--- src/rtl/sc_reg_reader_pkg.sv ---
// Shared definitions for the register-bank read port: occupancy state
// encoding, the hard-wired zero register index and the response entry layout.
package sc_reg_reader_pkg;

    // Entry field widths; the reader's DATAWIDTH_BUS/ADDRWIDTH default to these
    // and must be kept equal to them when overridden.
    localparam int RSP_DATA_W   = 32;
    localparam int RSP_ADDR_W   = 5;

    // %r0 always reads as zero regardless of what the bank bus carries.
    localparam int ZERO_REG_IDX = 0;

    // Occupancy of the 2-entry response buffer.
    typedef enum logic [1:0] {
        ST_EMPTY = 2'b00,
        ST_ONE   = 2'b01,
        ST_FULL  = 2'b10
    } state_e;

    // One buffered read response.
    typedef struct packed {
        logic [RSP_DATA_W-1:0] data;
        logic [RSP_ADDR_W-1:0] addr;
        logic                  err;
    } rsp_entry_t;

endpackage : sc_reg_reader_pkg

--- src/rtl/sc_reg_reader_select.sv ---
// Combinational entry builder: picks the addressed slice from the flattened
// register bank and applies the zero-register, out-of-range and (optionally,
// when SC_REGREADER_BYPASS_EN is defined) read-after-write forwarding rules.
module sc_reg_reader_select
    import sc_reg_reader_pkg::*;
#(
    parameter int DATAWIDTH_BUS = RSP_DATA_W,
    parameter int NUM_REGS      = 32,
    parameter int ADDRWIDTH     = RSP_ADDR_W
) (
    input  logic [ADDRWIDTH-1:0]              i_addr,
    input  logic [NUM_REGS*DATAWIDTH_BUS-1:0] i_bank,
    input  logic                              i_wr_n,
    input  logic [ADDRWIDTH-1:0]              i_wr_addr,
    input  logic [DATAWIDTH_BUS-1:0]          i_wr_data,
    output rsp_entry_t                        o_entry
);

    // NUM_REGS <= 2^ADDRWIDTH, so one extra bit holds it without truncation.
    localparam logic [ADDRWIDTH:0] LP_NUM_REGS = (ADDRWIDTH+1)'(NUM_REGS);

    int         w_idx;
    logic       w_out_of_range;
    logic       w_is_zero;
    rsp_entry_t w_entry;

    assign w_idx          = int'(i_addr);
    assign w_out_of_range = ({1'b0, i_addr} >= LP_NUM_REGS);
    assign w_is_zero      = (i_addr == ADDRWIDTH'(ZERO_REG_IDX));

`ifndef SC_REGREADER_BYPASS_EN
    // Write port has no effect without forwarding; fold it into a sink.
    logic w_unused_wr;
    assign w_unused_wr = ^{i_wr_n, i_wr_addr, i_wr_data};
`endif

    // Build the entry for i_addr: error/zero first, then bank (or forwarded) data.
    always_comb begin
        // NOTE: every output of a combinational block gets a default before any
        // branch, otherwise a missed path would infer a latch.
        w_entry      = '0;
        w_entry.addr = i_addr;
        if (w_out_of_range) begin
            w_entry.err = 1'b1;
        end else if (w_is_zero) begin
            w_entry.data = '0;
`ifdef SC_REGREADER_BYPASS_EN
        end else if (!i_wr_n && (i_wr_addr == i_addr)) begin
            w_entry.data = i_wr_data;
`endif
        end else begin
            w_entry.data = i_bank[w_idx*DATAWIDTH_BUS +: DATAWIDTH_BUS];
        end
    end

    assign o_entry = w_entry;

endmodule : sc_reg_reader_select

--- src/rtl/sc_reg_reader.sv ---
// Register-bank read port with a 2-entry response buffer between decode and the
// ALU operand latch. Requests are accepted on a valid/ready handshake; the
// response buffer absorbs consumer back-pressure without dropping reads.
// Optional read-after-write forwarding: define SC_REGREADER_BYPASS_EN.
module sc_reg_reader
    import sc_reg_reader_pkg::*;
#(
    parameter int DATAWIDTH_BUS = RSP_DATA_W,
    parameter int NUM_REGS      = 32,
    parameter int ADDRWIDTH     = RSP_ADDR_W
) (
    input  logic                              SC_RegREADER_CLOCK_50,
    input  logic                              SC_RegREADER_RESET_InLow,
    input  logic                              SC_RegREADER_reqValid_In,
    input  logic [ADDRWIDTH-1:0]              SC_RegREADER_reqAddr_In,
    output logic                              SC_RegREADER_reqReady_Out,
    input  logic [NUM_REGS*DATAWIDTH_BUS-1:0] SC_RegREADER_bank_InBUS,
    input  logic                              SC_RegREADER_Write_InLow,
    input  logic [ADDRWIDTH-1:0]              SC_RegREADER_wrAddr_In,
    input  logic [DATAWIDTH_BUS-1:0]          SC_RegREADER_wrData_InBUS,
    output logic                              SC_RegREADER_rspValid_Out,
    output logic [DATAWIDTH_BUS-1:0]          SC_RegREADER_rspData_OutBUS,
    output logic [ADDRWIDTH-1:0]              SC_RegREADER_rspAddr_Out,
    output logic                              SC_RegREADER_rspErr_Out,
    input  logic                              SC_RegREADER_rspReady_In
);

    state_e     r_state;
    state_e     w_state_next;
    rsp_entry_t r_head;
    rsp_entry_t r_tail;
    rsp_entry_t w_new_entry;

    logic w_push;
    logic w_pop;
    logic w_load_head;
    logic w_head_from_tail;
    logic w_load_tail;

    // Entry the current request would capture on this edge.
    sc_reg_reader_select #(
        .DATAWIDTH_BUS (DATAWIDTH_BUS),
        .NUM_REGS      (NUM_REGS),
        .ADDRWIDTH     (ADDRWIDTH)
    ) u_select (
        .i_addr    (SC_RegREADER_reqAddr_In),
        .i_bank    (SC_RegREADER_bank_InBUS),
        .i_wr_n    (SC_RegREADER_Write_InLow),
        .i_wr_addr (SC_RegREADER_wrAddr_In),
        .i_wr_data (SC_RegREADER_wrData_InBUS),
        .o_entry   (w_new_entry)
    );

    // Ready depends on registered state only, so the consumer's ready never
    // ripples combinationally back to the decode stage.
    assign SC_RegREADER_reqReady_Out = (r_state != ST_FULL);
    assign SC_RegREADER_rspValid_Out = (r_state != ST_EMPTY);

    assign w_push = SC_RegREADER_reqValid_In & SC_RegREADER_reqReady_Out;
    assign w_pop  = SC_RegREADER_rspValid_Out & SC_RegREADER_rspReady_In;

    // Occupancy state register.
    always_ff @(posedge SC_RegREADER_CLOCK_50 or negedge SC_RegREADER_RESET_InLow) begin
        // NOTE: sequential state uses non-blocking assignments so every flop
        // updates from pre-edge values, independent of statement order.
        if (!SC_RegREADER_RESET_InLow) begin
            r_state <= ST_EMPTY;
        end else begin
            r_state <= w_state_next;
        end
    end

    // Next occupancy and which entry register loads from where.
    always_comb begin
        w_state_next     = r_state;
        w_load_head      = 1'b0;
        w_head_from_tail = 1'b0;
        w_load_tail      = 1'b0;
        unique case (r_state)
            ST_EMPTY: begin
                if (w_push) begin
                    w_state_next = ST_ONE;
                    w_load_head  = 1'b1;
                end
            end
            ST_ONE: begin
                if (w_push && w_pop) begin
                    w_load_head = 1'b1;
                end else if (w_push) begin
                    w_state_next = ST_FULL;
                    w_load_tail  = 1'b1;
                end else if (w_pop) begin
                    w_state_next = ST_EMPTY;
                end
            end
            ST_FULL: begin
                if (w_pop) begin
                    w_state_next     = ST_ONE;
                    w_load_head      = 1'b1;
                    w_head_from_tail = 1'b1;
                end
            end
            default: begin
                w_state_next = ST_EMPTY;
            end
        endcase
    end

    // Head/tail entry registers; the head only moves on a load, so it holds
    // steady while the consumer stalls.
    always_ff @(posedge SC_RegREADER_CLOCK_50 or negedge SC_RegREADER_RESET_InLow) begin
        // NOTE: only two entries, and the head drives the outputs directly, so
        // both are reset to give defined zeros on the response bus after reset.
        if (!SC_RegREADER_RESET_InLow) begin
            r_head <= '0;
            r_tail <= '0;
        end else begin
            if (w_load_head) begin
                r_head <= w_head_from_tail ? r_tail : w_new_entry;
            end
            if (w_load_tail) begin
                r_tail <= w_new_entry;
            end
        end
    end

    assign SC_RegREADER_rspData_OutBUS = r_head.data;
    assign SC_RegREADER_rspAddr_Out    = r_head.addr;
    assign SC_RegREADER_rspErr_Out     = r_head.err;

endmodule : sc_reg_reader

--- config.mk ---
export PLATFORM = sky130hd
export DESIGN_NAME = sc_reg_reader
export DESIGN_NICKNAME = d
export VERILOG_FILES = /design/src/rtl/sc_reg_reader_pkg.sv /design/src/rtl/sc_reg_reader_select.sv /design/src/rtl/sc_reg_reader.sv
export SDC_FILE = /design/constraint.sdc
export NUM_CORES = 1
export LEC_CHECK = 0
export CORE_AREA = 8 8 425 427
export CTS_CLUSTER_SIZE = 25
export DETAILED_ROUTE_END_ITERATION = 10
export DIE_AREA = 0 0 433 435
export HOLD_SLACK_MARGIN = 0.05
export MAX_ROUTING_LAYER = met4
export PLACE_DENSITY = 0.31
export SYNTH_ARGS = -nofsm -noshare
export SYNTH_HDL_FRONTEND = slang
export SYNTH_SLANG_ARGS = --single-unit
--- constraint.sdc ---
create_clock -name SC_RegREADER_CLOCK_50 -period 1.71 [get_ports SC_RegREADER_CLOCK_50]
set_clock_uncertainty 0.15 [all_clocks]
set_input_delay 0.171 -clock SC_RegREADER_CLOCK_50 [delete_from_list [all_inputs] [get_ports SC_RegREADER_CLOCK_50]]
set_output_delay 0.171 -clock SC_RegREADER_CLOCK_50 [all_outputs]
set_load 0.05 [all_outputs]
## Word level (Yosys, flattened, before mapping)

Cells that the tools add are included.

- Flip-flop bits (word level): 77
- Bits of input ports: 1071
- Logic and storage cells: 36
- Output and inout port bits: 40

- Bitwise gates (word level): 2
- Equal/unequal tests: 7
- Shift operators: 1
- Reduce and logical (&&, ||, !) cells: 5
- Mux-type cells: 15

Operators with widths:

| cell | number |
|---|---|
| $shiftx 1024x11->32 | 1 |
| $mux 38 | 1 |
| $mux 32 | 1 |
| $mux 2 | 5 |
| $ne 2x2->1 const B | 4 |
| $mux 1 | 6 |
| $pmux 2 s3 | 1 |
| $logic_not 5->1 | 1 |
| $reduce_and 4->1 | 1 |
| $ne 3x3->1 const B | 1 |
| $pmux 1 s3 | 1 |
| $and 1x1->1 | 2 |
| $eq 2x1->1 const B | 1 |
| $eq 2x2->1 const B | 1 |
| $logic_not 2->1 | 1 |
| $reduce_bool 2->1 | 1 |
| $logic_and 1x1->1 | 1 |

## Depth between registers and ports, before layout

Gate-level depths: netlist of the first run.

- Word-level depth: 6
- Gate-level depth with buffers: 10
- Mapped depth without buffers: 5

## Cells and area by module

Synthesis of the first run repeated with hierarchy kept, for this count alone.

- Cells, all modules: 887
- Area, all modules: 11885.1 µm²

Modules (own cells, without submodules):

| module | seq. area each (µm²) | area each (µm²) | cells an instance | times used |
|---|---|---|---|---|
| sc_reg_reader_select | 0.0 | 8416.8 | 671 | 1 |
| sc_reg_reader | 1951.9 | 3468.3 | 216 | 1 |

## Worst setup path before layout of the first run

OpenSTA, ideal clock, no wires.

- Kind: register to register
- From: register r_state[0]
- To: register r_head (netlist bit SC_RegREADER_rspData_OutBUS[0])
- Arrival time: 1.799 ns
- Setup slack: -0.322 ns
- Cell stages (with the launch flop): 7
- Buffers on the path: 2
- Period minus slack after synthesis: 2.032 ns
- Library setup time: 0.083 ns
- Required time: 1.477 ns
- Path through: dfrtp_1 > nand2b_1 > nor2_1 > clkbuf_1 > clkbuf_1 > a22oi_1 > o21ai_0

- Word-level cells in the longest chain between the ends: 5
- Elaborated cells on any way between the ends: 14
- Classes of those cells: eq/ne: 3; mux: 6; bitwise: 2; reduce/logical: 3

Ends and longest elaborated chain:

| element | line | source |
|---|---|---|
| start, declared | sc_reg_reader.sv:28 | `state_e r_state;` |
| start signal, assigned | sc_reg_reader.sv:69 | `r_state <= w_state_next;` |
| $ne 2x2->1 (*) | sc_reg_reader.sv:56 | `assign SC_RegREADER_reqReady_Out = (r_state != ST_FULL);` |
| via SC_RegREADER_reqReady_Out | sc_reg_reader.sv:16 | `output logic SC_RegREADER_reqReady_Out,` |
| $and 1x1->1 (*) | sc_reg_reader.sv:59 | `assign w_push = SC_RegREADER_reqValid_In & SC_RegREADER_reqReady_Out;` |
| $logic_and 1x1->1 | sc_reg_reader.sv:87 | `if (w_push && w_pop) begin` |
| $mux 1 | sc_reg_reader.sv:87 |  |
| $pmux 1 s3 (*) | sc_reg_reader.sv:79 | `unique case (r_state)` |
| end signal, assigned | sc_reg_reader.sv:119 | `r_head <= w_head_from_tail ? r_tail : w_new_entry;` |
| end, declared | sc_reg_reader.sv:30 | `rsp_entry_t r_head;` |

Mark *: on every way through the listed nets, which the timed path passes. The rest lies on a longest branch.
A chain may end at the register's enable or synchronous reset.

## Worst setup path in the final report of the first run

- From: input SC_RegREADER_reqAddr_In[0]
- To: register r_tail[15] in the netlist's numbering

- Word-level cells in the longest chain between the ends: 2
- Elaborated cells on any way between the ends: 3
- Classes of those cells: shift: 1; mux: 1; reduce/logical: 1

Ends and longest elaborated chain:

| element | line | source |
|---|---|---|
| start, declared | sc_reg_reader.sv:15 | `input logic [ADDRWIDTH-1:0] SC_RegREADER_reqAddr_In,` |
| $shiftx 1024x11->32 or $logic_not 5->1 (tied branches) | sc_reg_reader_select.sv:52, sc_reg_reader_select.sv:29 |  |
| $mux 32 (*) | sc_reg_reader_select.sv:45 | `end else if (w_is_zero) begin` |
| end signal, assigned | sc_reg_reader.sv:122 | `r_tail <= w_new_entry;` |
| end, declared | sc_reg_reader.sv:31 | `rsp_entry_t r_tail;` |

Every way passes the cells marked *; elsewhere a longest branch is shown, timed or not.

==> results of run 1 <==
area by class of cell:
type	instances	area share (%)
Sequential cell	76	6.44
Antenna cell	83	0.703
Tap cell	2325	9.85
Clock inverter	6	0.246
Multi-Input combinational cell	736	31.9
Clock buffer	10	0.775
Inverter	2	0.0254
Timing Repair Buffer	1409	50.1
power by group through the flow:
stage                     Sequential (mW)  Combinational [mW]  Clock [mW]
after detailed placement             2.98                9.90           0
after floorplan                      3.76                2.55           0
after CTS                            2.95                10.6        2.27
final                                2.94                10.6        2.16
after global routing                 3.03                11.2        2.30
after global placement               2.97                9.91           0
repair_timing:
action / 4_1_cts / 5_1_grt
pin swaps: 60 / 28
gates cloned: 10 / 4
hold buffers: 1 / 0
gates resized for setup: 262 / 76
hold endpoints to repair: 76 / 0
setup buffers: 45 / 20
endpoints found under the setup margin: 65 / 65
stage by stage:
stage / area, sq um / TNS [ps] / hold WS [ps] / utilization (%)
2_1_floorplan: 11200 / -8200 / -275 / -
3_3_place_gp: 26800 / -62530 / -49.5 / 15.5
3_5_place_dp: 26800 / -62700 / -46.8 / 15.5
4_1_cts: 28900 / -10250 / 70.2 / 16.7
5_1_grt: 29500 / -12140 / 106 / 17.1
6_report: 29500 / -9940 / 112 / 17.1
cells in the final DEF, fill, tap and decap left out, drive strengths merged, types with 2 or more instances in the layout:
cell and count:
o22a 5, diode 83, mux2i 85, clkbuf 14, a31o 7, bufbuf 2
nor2b 4, mux2 48, a2111oi 5, a41o 5, inv 4, a21oi 14
nand3 9, a22o 29, o221ai 19, clkdlybuf4s50 1001, o21ai 73, nor2 4
o22ai 15, o2111ai 8, dfrtp 76, a211oi 16, nand2 85, a32o 3
dlymetal6s2s 2, a221oi 18, a22oi 80, clkinv 2, nand2b 2, dlygate4sd2 23
mux4 192, buf 376, or3 2
how the worst max path moves through the flow:
stage	to	depth (start not counted)	slack, ps
4_1_cts	r_tail[35]$_DFFE_PN0P_	7	-320
6_report	r_tail[15]$_DFFE_PN0P_	9	-260
5_1_grt	SC_RegREADER_rspData_OutBUS[29]$_DFFE_PN0P_	7	-300
3_3_place_gp	r_tail[16]$_DFFE_PN0P_	9	-1420
2_1_floorplan	SC_RegREADER_rspData_OutBUS[23]$_DFFE_PN0P_	7	-150
3_5_place_dp	r_tail[16]$_DFFE_PN0P_	9	-1410
critical path: stages:
cell	delay (ps)
buf_16	160
buf_16	210
buf_12	130
buf_16	150
mux4_2	640
a21oi_2	180
buf_4	130
a22o_1	160
o21ai_0	80
state kept, by name, indices dropped and copies added (netlist names):
| register | flops |
|---|---|
| SC_RegREADER_rspData_OutBUS | 32 |
| r_tail | 37 |
| r_state | 2 |
| SC_RegREADER_rspAddr_Out | 5 |
layer usage:
layer  wire length, um  track usage (%)
met1             61400             17.9
met2             82400             28.6
met3             16100             7.75
met4              2320             3.77
met5                 0                -
logic make-up (layout without fill, tap and decap cells):
group | after synthesis | after routing | share of synthesized area (%)
muxes | 325 | 325 | 51.9
AOI/OAI and AO/OA | 298 | 298 | 19.7
buffers and inverters | 121 | 1427 | 6.80
and+or+nand+nor | 112 | 112 | 4.33
DFF | 76 | 76 | 17.3
other | 1 | 84 | 0.0340
synthesized netlist by cell type (all sizes together):
master | instances | area, sq um
mux4 | 192 | 4320
a2111oi | 5 | 75.1
nor2 | 4 | 15.0
nand2b | 2 | 12.5
a221o | 1 | 10.0
nand3 | 9 | 45.0
nand2 | 85 | 319
and2 | 1 | 6.26
clkbuf | 53 | 205
a31o | 7 | 61.3
a32o | 3 | 30.0
or3b | 1 | 8.76
buf | 66 | 537
or3 | 2 | 12.5
a21oi | 14 | 70.1
nor2b | 4 | 25.0
nor3b | 1 | 12.5
inv | 2 | 7.51
o21ai | 73 | 365
or2 | 1 | 6.26
a221oi | 18 | 158
nor3 | 1 | 5.00
o22ai | 15 | 93.8
conb | 1 | 3.75
a41o | 5 | 50.1
o221ai | 19 | 166
o2111ai | 8 | 70.1
and3b | 1 | 8.76
o22a | 5 | 43.8
a22o | 29 | 254
dfrtp | 76 | 1900
mux2 | 48 | 541
mux2i | 85 | 851
a211oi | 16 | 120
a22oi | 80 | 601
==> flow_summary.ini, run 1 <==
[setup_path]
worstRegToRegCells = 8
critical_path_arrival_ps = 2070
r2r_slack_ps = 10
startpoint = SC_RegREADER_reqAddr_In[0]
worstReg2RegEnd = SC_RegREADER_rspData_OutBUS[23]$_DFFE_PN0P_
worst_setup_path_start_kind = input pin
r2r-start = r_state[1]$_DFFE_PN0P_
critPathKind = input pin to flop
end_kind = flop
path_max_fanout = 13
cp_data_required_time_ps = 1810

[global_route]
gr-total-overflow = 0
antenna_found_initial = 125
grt_pass1_vias = 16900
grt_max_degree = 39
grt_pass1_wl_um = 198000
grt_usage_pct = 16.9

[power]
pwr-share-comb_pct = 67.6
p_leak_nw = 10.6
power_mw = 15.7
seq_power_share_pct = 18.7
switchingPower_mw = 6.59
p_sw_share_pct = 41.9
powerDensity_nw_per_um2 = 533
clockPowerShare_pct = 13.7
peakVddDrop_mv = 0.513
p_int_mw = 9.15

[floorplan]
core-area_sq_um = 173000
rows = 153
fp.dieW_um = 433
die_y_um = 435
die_area_sq_um = 188000
ios = 1111
initial_utilization_pct = 6.36

[cts]
clk_pin_slew_worst_paths_ps = 80
cts-root-buf = clkbuf_16
cts.sinks = 76
cts_tree = built
clk_latency_ps = 390
h-tree-depth = 3
cts_made_buffers = 9
clockBufferDepth = 2

[worst_hold_path]
hold_class = input pin to flop
holdPathEnd = SC_RegREADER_rspAddr_Out[3]$_DFFE_PN0P_
hold_depth = 4
hold_start = SC_RegREADER_reqAddr_In[3]

[place]
post-place-ws_ps = -1410
place_inst = 4474
io_buffers = 1071
routabilityCongestion = 0.896
dp_hpwl_um = 145000

[timing]
finalSetupViolations = 64
rsz0062_at_grt = yes
post-route-period-util_pct = 115
drv_slew = 0
report.final.hold_viol_count = 0
fmax_mhz = 508
min_period_ps = 1970
setup_slack_ps = -260

[cells_and_area]
drive_gt1_share_pct = 35.7
multiInputGateArea_sq_um = 9430
area_delta_synth_final_pct = 168
nets = 3305
layout.area.seq_sq_um = 1900
final_cells = 4647
fillers = 19300

[synthesis]
netlist_instances = 933
syn-num-nets = 2004
synthDistinctLibCells = 44
synthesis.area_sq_um = 11000
syn_area_per_cell_sq_um = 11.8
ys_warn_count = 0
synth_seq_cells = 76
yosysSeqAreaShare_pct = 17.3

[route]
drcViolationCount = 0
drtAntennaViolNets = 0
vias_per_cell = 3.32
firstDrtPassIters = 5
avgRoutedWirePerCell_um = 34.9
postRouteWirelength_um = 162000
drtIter0Drc = 924
vias = 15400

[status]
status = finished, violations left
violations = setup timing

[job]
maxCapViolCount = 0
Note: power is estimated with default switching activity, not from simulation.
==> inputs of run 2 (changes only) <==
--- a/config.mk
+++ b/config.mk
@@ -5,13 +5,13 @@
 export SDC_FILE = /design/constraint.sdc
 export NUM_CORES = 1
 export LEC_CHECK = 0
-export CORE_AREA = 8 8 425 427
+export CORE_AREA = 2 2 431 433
 export CTS_CLUSTER_SIZE = 25
 export DETAILED_ROUTE_END_ITERATION = 10
 export DIE_AREA = 0 0 433 435
 export HOLD_SLACK_MARGIN = 0.05
 export MAX_ROUTING_LAYER = met4
-export PLACE_DENSITY = 0.31
+export PLACE_DENSITY = 0.3
 export SYNTH_ARGS = -nofsm -noshare
 export SYNTH_HDL_FRONTEND = slang
 export SYNTH_SLANG_ARGS = --single-unit
==> run 2 against run 1 <==
- the flow still finishes with violations (setup timing)
- highest routed layer unchanged
- setup slack gained 20 ps
- clock power grew 6%
- total power shrank 0.25%
- core utilization shrank 0.88 points
- cell area grew 0.78%
- sequential cell count is the same
- combinational power is essentially flat
- critical path depth grew 1
- fmax grew 1.0%
- sequential share of layout area shrank 0.050 points
- cell count grew 2.8%
- count of clock-buffer cells in the layout grew 1
==> flow_summary.ini, run 2 (synthesis gave the netlist of run 1 again) <==
[power]
peakVddDrop_mv = 0.410
p_leak_nw = 10.6
powerDensity_nw_per_um2 = 527

[cells_and_area]
final_util_pct = 16.2
drive_gt1_share_pct = 35.9
largest_register_ffs = 37
design_area_sq_um = 29800
multiInputGateArea_sq_um = 9550
area_delta_synth_final_pct = 170
regMostFlops = r_tail
fillers = 20600
final_common_cell = clkdlybuf4s50_1
nets = 3302
layout.area.seq_sq_um = 1900
layout_common_cells = clkdlybuf4s50_1 (1000), buf_4 (228), mux4_2 (192)

[global_route]
grt_pass1_vias = 16700
grt_usage_pct = 16.6
grt_pass1_wl_um = 194000
antenna_found_initial = 127
gr-total-overflow = 0
grt_max_degree = 35

[route]
drtAntennaViolNets = 0
vias = 15300
postRouteWirelength_um = 156000
drcViolationCount = 0
firstDrtPassIters = 5
vias_per_cell = 3.21
drtIter0Drc = 655
avgRoutedWirePerCell_um = 32.7

[timing]
min_period_ps = 1950
relSlewSlack_pct = 52.9
max_slew.worst_pin.slew_ps = 687
rsz0062_at_grt = yes
report.final.hold_viol_count = 0
drv_slew = 0
finalSetupViolations = 64
fmax_mhz = 513
setup_slack_ps = -240
post-route-period-util_pct = 114

[status]
violations = setup timing
status = finished, violations left

[worst_hold_path]
hold_class = input pin to asynchronous set/reset pin

[floorplan]
die_y_um = 435
die_area_sq_um = 188000
initial_utilization_pct = 5.99
fp.dieW_um = 433
ios = 1111
rows = 158
core-area_sq_um = 184000

[place]
routabilityCongestion = 0.889
io_buffers = 1071
placed_area_sq_um = 27000
dp_hpwl_um = 141000

[job]
maxCapViolCount = 0

[setup_path]
path_max_fanout = 7
worstRegToRegCells = 6
path_cells = buf_16 -> buf_16 -> buf_12 -> buf_8 -> buf_16 -> mux4_2 -> a22oi_2 -> buf_4 -> a22o_1 -> o21ai_1
end_kind = flop
worstReg2RegEnd = r_tail[33]$_DFFE_PN0P_
crit_top_cell = buf_16
cp_slowest_stage_delay_ps = 550
r2r-start = r_state[0]$_DFFE_PN0P_
cp_data_required_time_ps = 1800
path_buf_inv = 6
worst_setup_path_start_kind = input pin
r2r_slack_ps = 20
critical_path_arrival_ps = 2040
critPathKind = input pin to flop
critPathTopFamily = buffers and inverters
crit_path_top_delay_cell = mux4_2

[cts]
cts.sinks = 76
clockBufferDepth = 2
clk_pin_slew_worst_paths_ps = 70
cts_tree = built
cts-root-buf = clkbuf_16
clk_latency_ps = 360
cts_made_buffers = 9
h-tree-depth = 3
-- run 2: changes by cell type in the layout (fill, tap and decap cells not counted), sizes merged, moves of 2 or more --
cell	change
clkbuf	-2
diode	-24
inv	-2
dlygate4sd2	-3
dlymetal6s2s	+4
-- run 2: worst max path at each step --
| stage | to | depth (start not counted) | slack (ps) | start |
|---|---|---|---|---|
| CTS | r_tail[24]$_DFFE_PN0P_ | 8 | -320 | SC_RegREADER_reqAddr_In[0] |
| finish | SC_RegREADER_rspData_OutBUS[29]$_DFFE_PN0P_ | 10 | -240 | SC_RegREADER_reqAddr_In[0] |
| floorplan | SC_RegREADER_rspData_OutBUS[23]$_DFFE_PN0P_ | 7 | -150 | SC_RegREADER_reqAddr_In[0] |
| global placement | r_tail[12]$_DFFE_PN0P_ | 7 | -1410 | SC_RegREADER_reqAddr_In[3] |
| global route | r_tail[36]$_DFFE_PN0P_ | 8 | -290 | SC_RegREADER_reqAddr_In[0] |
| detailed placement | r_tail[12]$_DFFE_PN0P_ | 7 | -1410 | SC_RegREADER_reqAddr_In[3] |
-- run 2: repair_timing --
action                                  CTS  global route
gates resized for setup                 272            71
endpoints found under the setup margin   72            65
endpoints found under the hold margin    76             0
pin swaps                                61            57
cloned                                   12             0
buffers inserted                         44            24
hold buffers                              1             0
-- run 2: routing by layer --
metal  track usage (%)  routed length [um]  vias up
met4              1.25                1350        0
li1                  -                   -     6715
met5                 -                   0        -
met3              4.43               10500      135
met2              28.5               78200      669
met1              20.0               66100     7788
-- run 2: cell type report --
type | instances | area share (%)
antenna | 59 | 0.496
clock buffer | 11 | 0.849
clock inverter | 5 | 0.282
inverter | 2 | 0.0252
multi-input combinational | 736 | 32.1
sequential | 76 | 6.39
tap | 2480 | 10.4
timing repair buffer | 1406 | 49.5
-- run 2: report_power, final --
group          internal (mW)  switching (mW)  leakage (nW)
clock                   1.36           0.936         0.158
combinational           5.49            4.94          9.52
sequential              2.44           0.518         0.943
-- run 2: per-stage QoR --
step / setup slack, ps / instances / TNS, ps / total power, mW / hold slack (ps)
after detailed placement: -1410 / 4624 / -69820 / 12.9 / -20.1
after floorplan: -154 / 933 / -8200 / 6.30 / -275
after CTS: -316 / 4696 / -12660 / 16.0 / 116
after global routing: -291 / 4767 / -13910 / 16.6 / 132
after global placement: -1410 / 4624 / -69130 / 12.9 / -14.3
final: -240 / 4775 / -10240 / 15.7 / 118
==> inputs of run 3 (changes only) <==
--- a/config.mk
+++ b/config.mk
@@ -6,10 +6,10 @@
 export NUM_CORES = 1
 export LEC_CHECK = 0
 export CORE_AREA = 2 2 431 433
-export CTS_CLUSTER_SIZE = 25
+export CTS_CLUSTER_SIZE = 10
 export DETAILED_ROUTE_END_ITERATION = 10
 export DIE_AREA = 0 0 433 435
-export HOLD_SLACK_MARGIN = 0.05
+export HOLD_SLACK_MARGIN = 0.12
 export MAX_ROUTING_LAYER = met4
 export PLACE_DENSITY = 0.3
 export SYNTH_ARGS = -nofsm -noshare
==> run 3 against run 2 <==
- total power about the same
- die area unchanged
- clock power about the same
- wire length about the same
- non-clock buffer count increased by 1
- largest cell class unchanged
- sequential power about the same
- critical path depth unchanged
- fmax decreased by 0.18%
- the flow still finishes with violations (setup timing)
==> flow_summary.ini, run 3 (synthesis gave the netlist of run 1 again) <==
[status]
status = finished, violations left
violations = setup timing

[setup_path]
worstRegToRegCells = 6
r2r-start = r_state[0]$_DFFE_PN0P_
crit_path_top_delay_cell = mux4_2
startpoint = SC_RegREADER_reqAddr_In[0]
cp_slowest_stage_delay_ps = 540
end_kind = flop
r2r_slack_ps = 20
setup.worst_path.end = r_tail[33]$_DFFE_PN0P_
worstReg2RegEnd = r_tail[33]$_DFFE_PN0P_
critical_path_arrival_ps = 2050
cp_data_required_time_ps = 1800
crit_top_cell = buf_16
worst_setup_path_start_kind = input pin
path_cells = buf_16 -> buf_16 -> buf_12 -> buf_16 -> buf_12 -> mux4_2 -> a22oi_2 -> nand3_2 -> o21ai_4 -> o21ai_0
path_max_fanout = 7
critPathKind = input pin to flop

[power]
pwr-share-comb_pct = 66.5
powerDensity_nw_per_um2 = 527
p_leak_nw = 10.6
p_int_mw = 9.30
p_sw_share_pct = 40.8
clockPowerShare_pct = 14.7
seq_power_share_pct = 18.9
switchingPower_mw = 6.40
peakVddDrop_mv = 0.412

[cells_and_area]
nets = 3303
area_delta_synth_final_pct = 170
largest_register_ffs = 37
drive_gt1_share_pct = 35.9
design_area_sq_um = 29800
layout_common_cells = clkdlybuf4s50_1 (1000), buf_4 (228), mux4_2 (192)
regMostFlops = r_tail
final_common_cell = clkdlybuf4s50_1

[timing]
rsz0062_at_grt = yes
report.final.hold_viol_count = 0
finalSetupViolations = 64
drv_slew = 0
max_slew.worst_pin.slew_ps = 698
setup_tns_ps = -10300
setup_slack_ps = -244
relSlewSlack_pct = 52.1
min_period_ps = 1950
post-route-period-util_pct = 114
fmax_mhz = 512

[route]
drcViolationCount = 0
drtAntennaViolNets = 0
avgRoutedWirePerCell_um = 32.7
drtIter0Drc = 723
vias_per_cell = 3.22
firstDrtPassIters = 5
vias = 15400
postRouteWirelength_um = 156000

[global_route]
grt_max_degree = 35
grt_usage_pct = 16.6
antenna_found_initial = 127
gr-total-overflow = 0
grt_pass1_wl_um = 194000
grt_pass1_vias = 16700

[floorplan]
core-area_sq_um = 184000
ios = 1111
die_area_sq_um = 188000
rows = 158
initial_utilization_pct = 5.99
die_y_um = 435
fp.dieW_um = 433

[place]
routabilityCongestion = 0.889
dp_hpwl_um = 141000
placed_area_sq_um = 27000
io_buffers = 1071

[cts]
clk_pin_slew_worst_paths_ps = 70
clockBufferDepth = 2
clk_latency_ps = 360
cts_made_buffers = 9
cts-root-buf = clkbuf_16
cts.sinks = 76
h-tree-depth = 3
cts_tree = built

[worst_hold_path]
hold_class = input pin to asynchronous set/reset pin

[job]
maxCapViolCount = 0
-- run 3: cell count changes in the layout (fill, tap and decap cells not counted) --
cell,before,now
dlygate4sd3_1,1,2
diode_2,59,58
-- run 3: routing by layer --
layer	up-vias	part of all wire (%)	track usage, %
met5	-	0	-
met4	0	0.86	1.25
met3	135	6.8	4.43
met2	662	50	28.5
met1	7847	42	20.0
li1	6711	-	-
-- run 3: cell type report --
type	count	area, sq um
clock buffers	11	253
inverters	2	7.51
clock inverters	5	83.8
multi-input cells	736	9550
repair buffers	1407	14700
fillers	20600	154000
diodes	58	145
well taps	2480	3100
flip-flops and latches	76	1900
-- run 3: power groups by stage --
stage	combinational [mW]	clock (mW)	sequential [mW]
2_1_floorplan	2.55	0	3.76
3_3_place_gp	9.91	0	2.99
3_5_place_dp	9.88	0	3.00
4_1_cts	10.6	2.41	2.97
5_1_grt	11.1	2.45	3.05
6_report	10.4	2.30	2.96
-- run 3: metrics by stage --
| step | util [%] | hold slack [ps] | setup WS (ps) | power, mW | instances |
|---|---|---|---|---|---|
| after floorplan | - | -275 | -154 | 6.30 | 933 |
| after global placement | 14.7 | -14.3 | -1410 | 12.9 | 4624 |
| after detailed placement | 14.7 | -20.1 | -1410 | 12.9 | 4624 |
| after CTS | 15.9 | 123 | -316 | 16.0 | 4697 |
| after global routing | 16.2 | 140 | -291 | 16.6 | 4768 |
| final | 16.2 | 127 | -244 | 15.7 | 4775 |
-- run 3: worst max-delay path, delay by kind of cell --
kind	cells	cell delay (ps)
buffers and inverters	5	690
multiplexers	1	540
AO/OA/AOI/OAI	3	420
AND/OR/NAND/NOR	1	160
-- run 3: worst min-delay path by stage --
stage          cells after the start                                          end                       start
2_1_floorplan                      0      SC_RegREADER_rspAddr_Out[0]$_DFFE_PN0P_    SC_RegREADER_RESET_InLow
3_3_place_gp                       1  SC_RegREADER_rspData_OutBUS[30]$_DFFE_PN0P_    SC_RegREADER_RESET_InLow
3_5_place_dp                       1  SC_RegREADER_rspData_OutBUS[30]$_DFFE_PN0P_    SC_RegREADER_RESET_InLow
4_1_cts                            2                        r_tail[4]$_DFFE_PN0P_  SC_RegREADER_reqAddr_In[3]
5_1_grt                            2  SC_RegREADER_rspData_OutBUS[30]$_DFFE_PN0P_    SC_RegREADER_RESET_InLow
6_report                           2  SC_RegREADER_rspData_OutBUS[30]$_DFFE_PN0P_    SC_RegREADER_RESET_InLow
-- run 3: timing repair --
action / in CTS / in global routing
gates cloned: 12 / 0
gates resized for setup: 272 / 71
endpoints found under the hold margin: 78 / 0
setup endpoints to repair: 72 / 65
setup buffers: 44 / 24
pin swaps: 61 / 57
hold buffers: 2 / 0
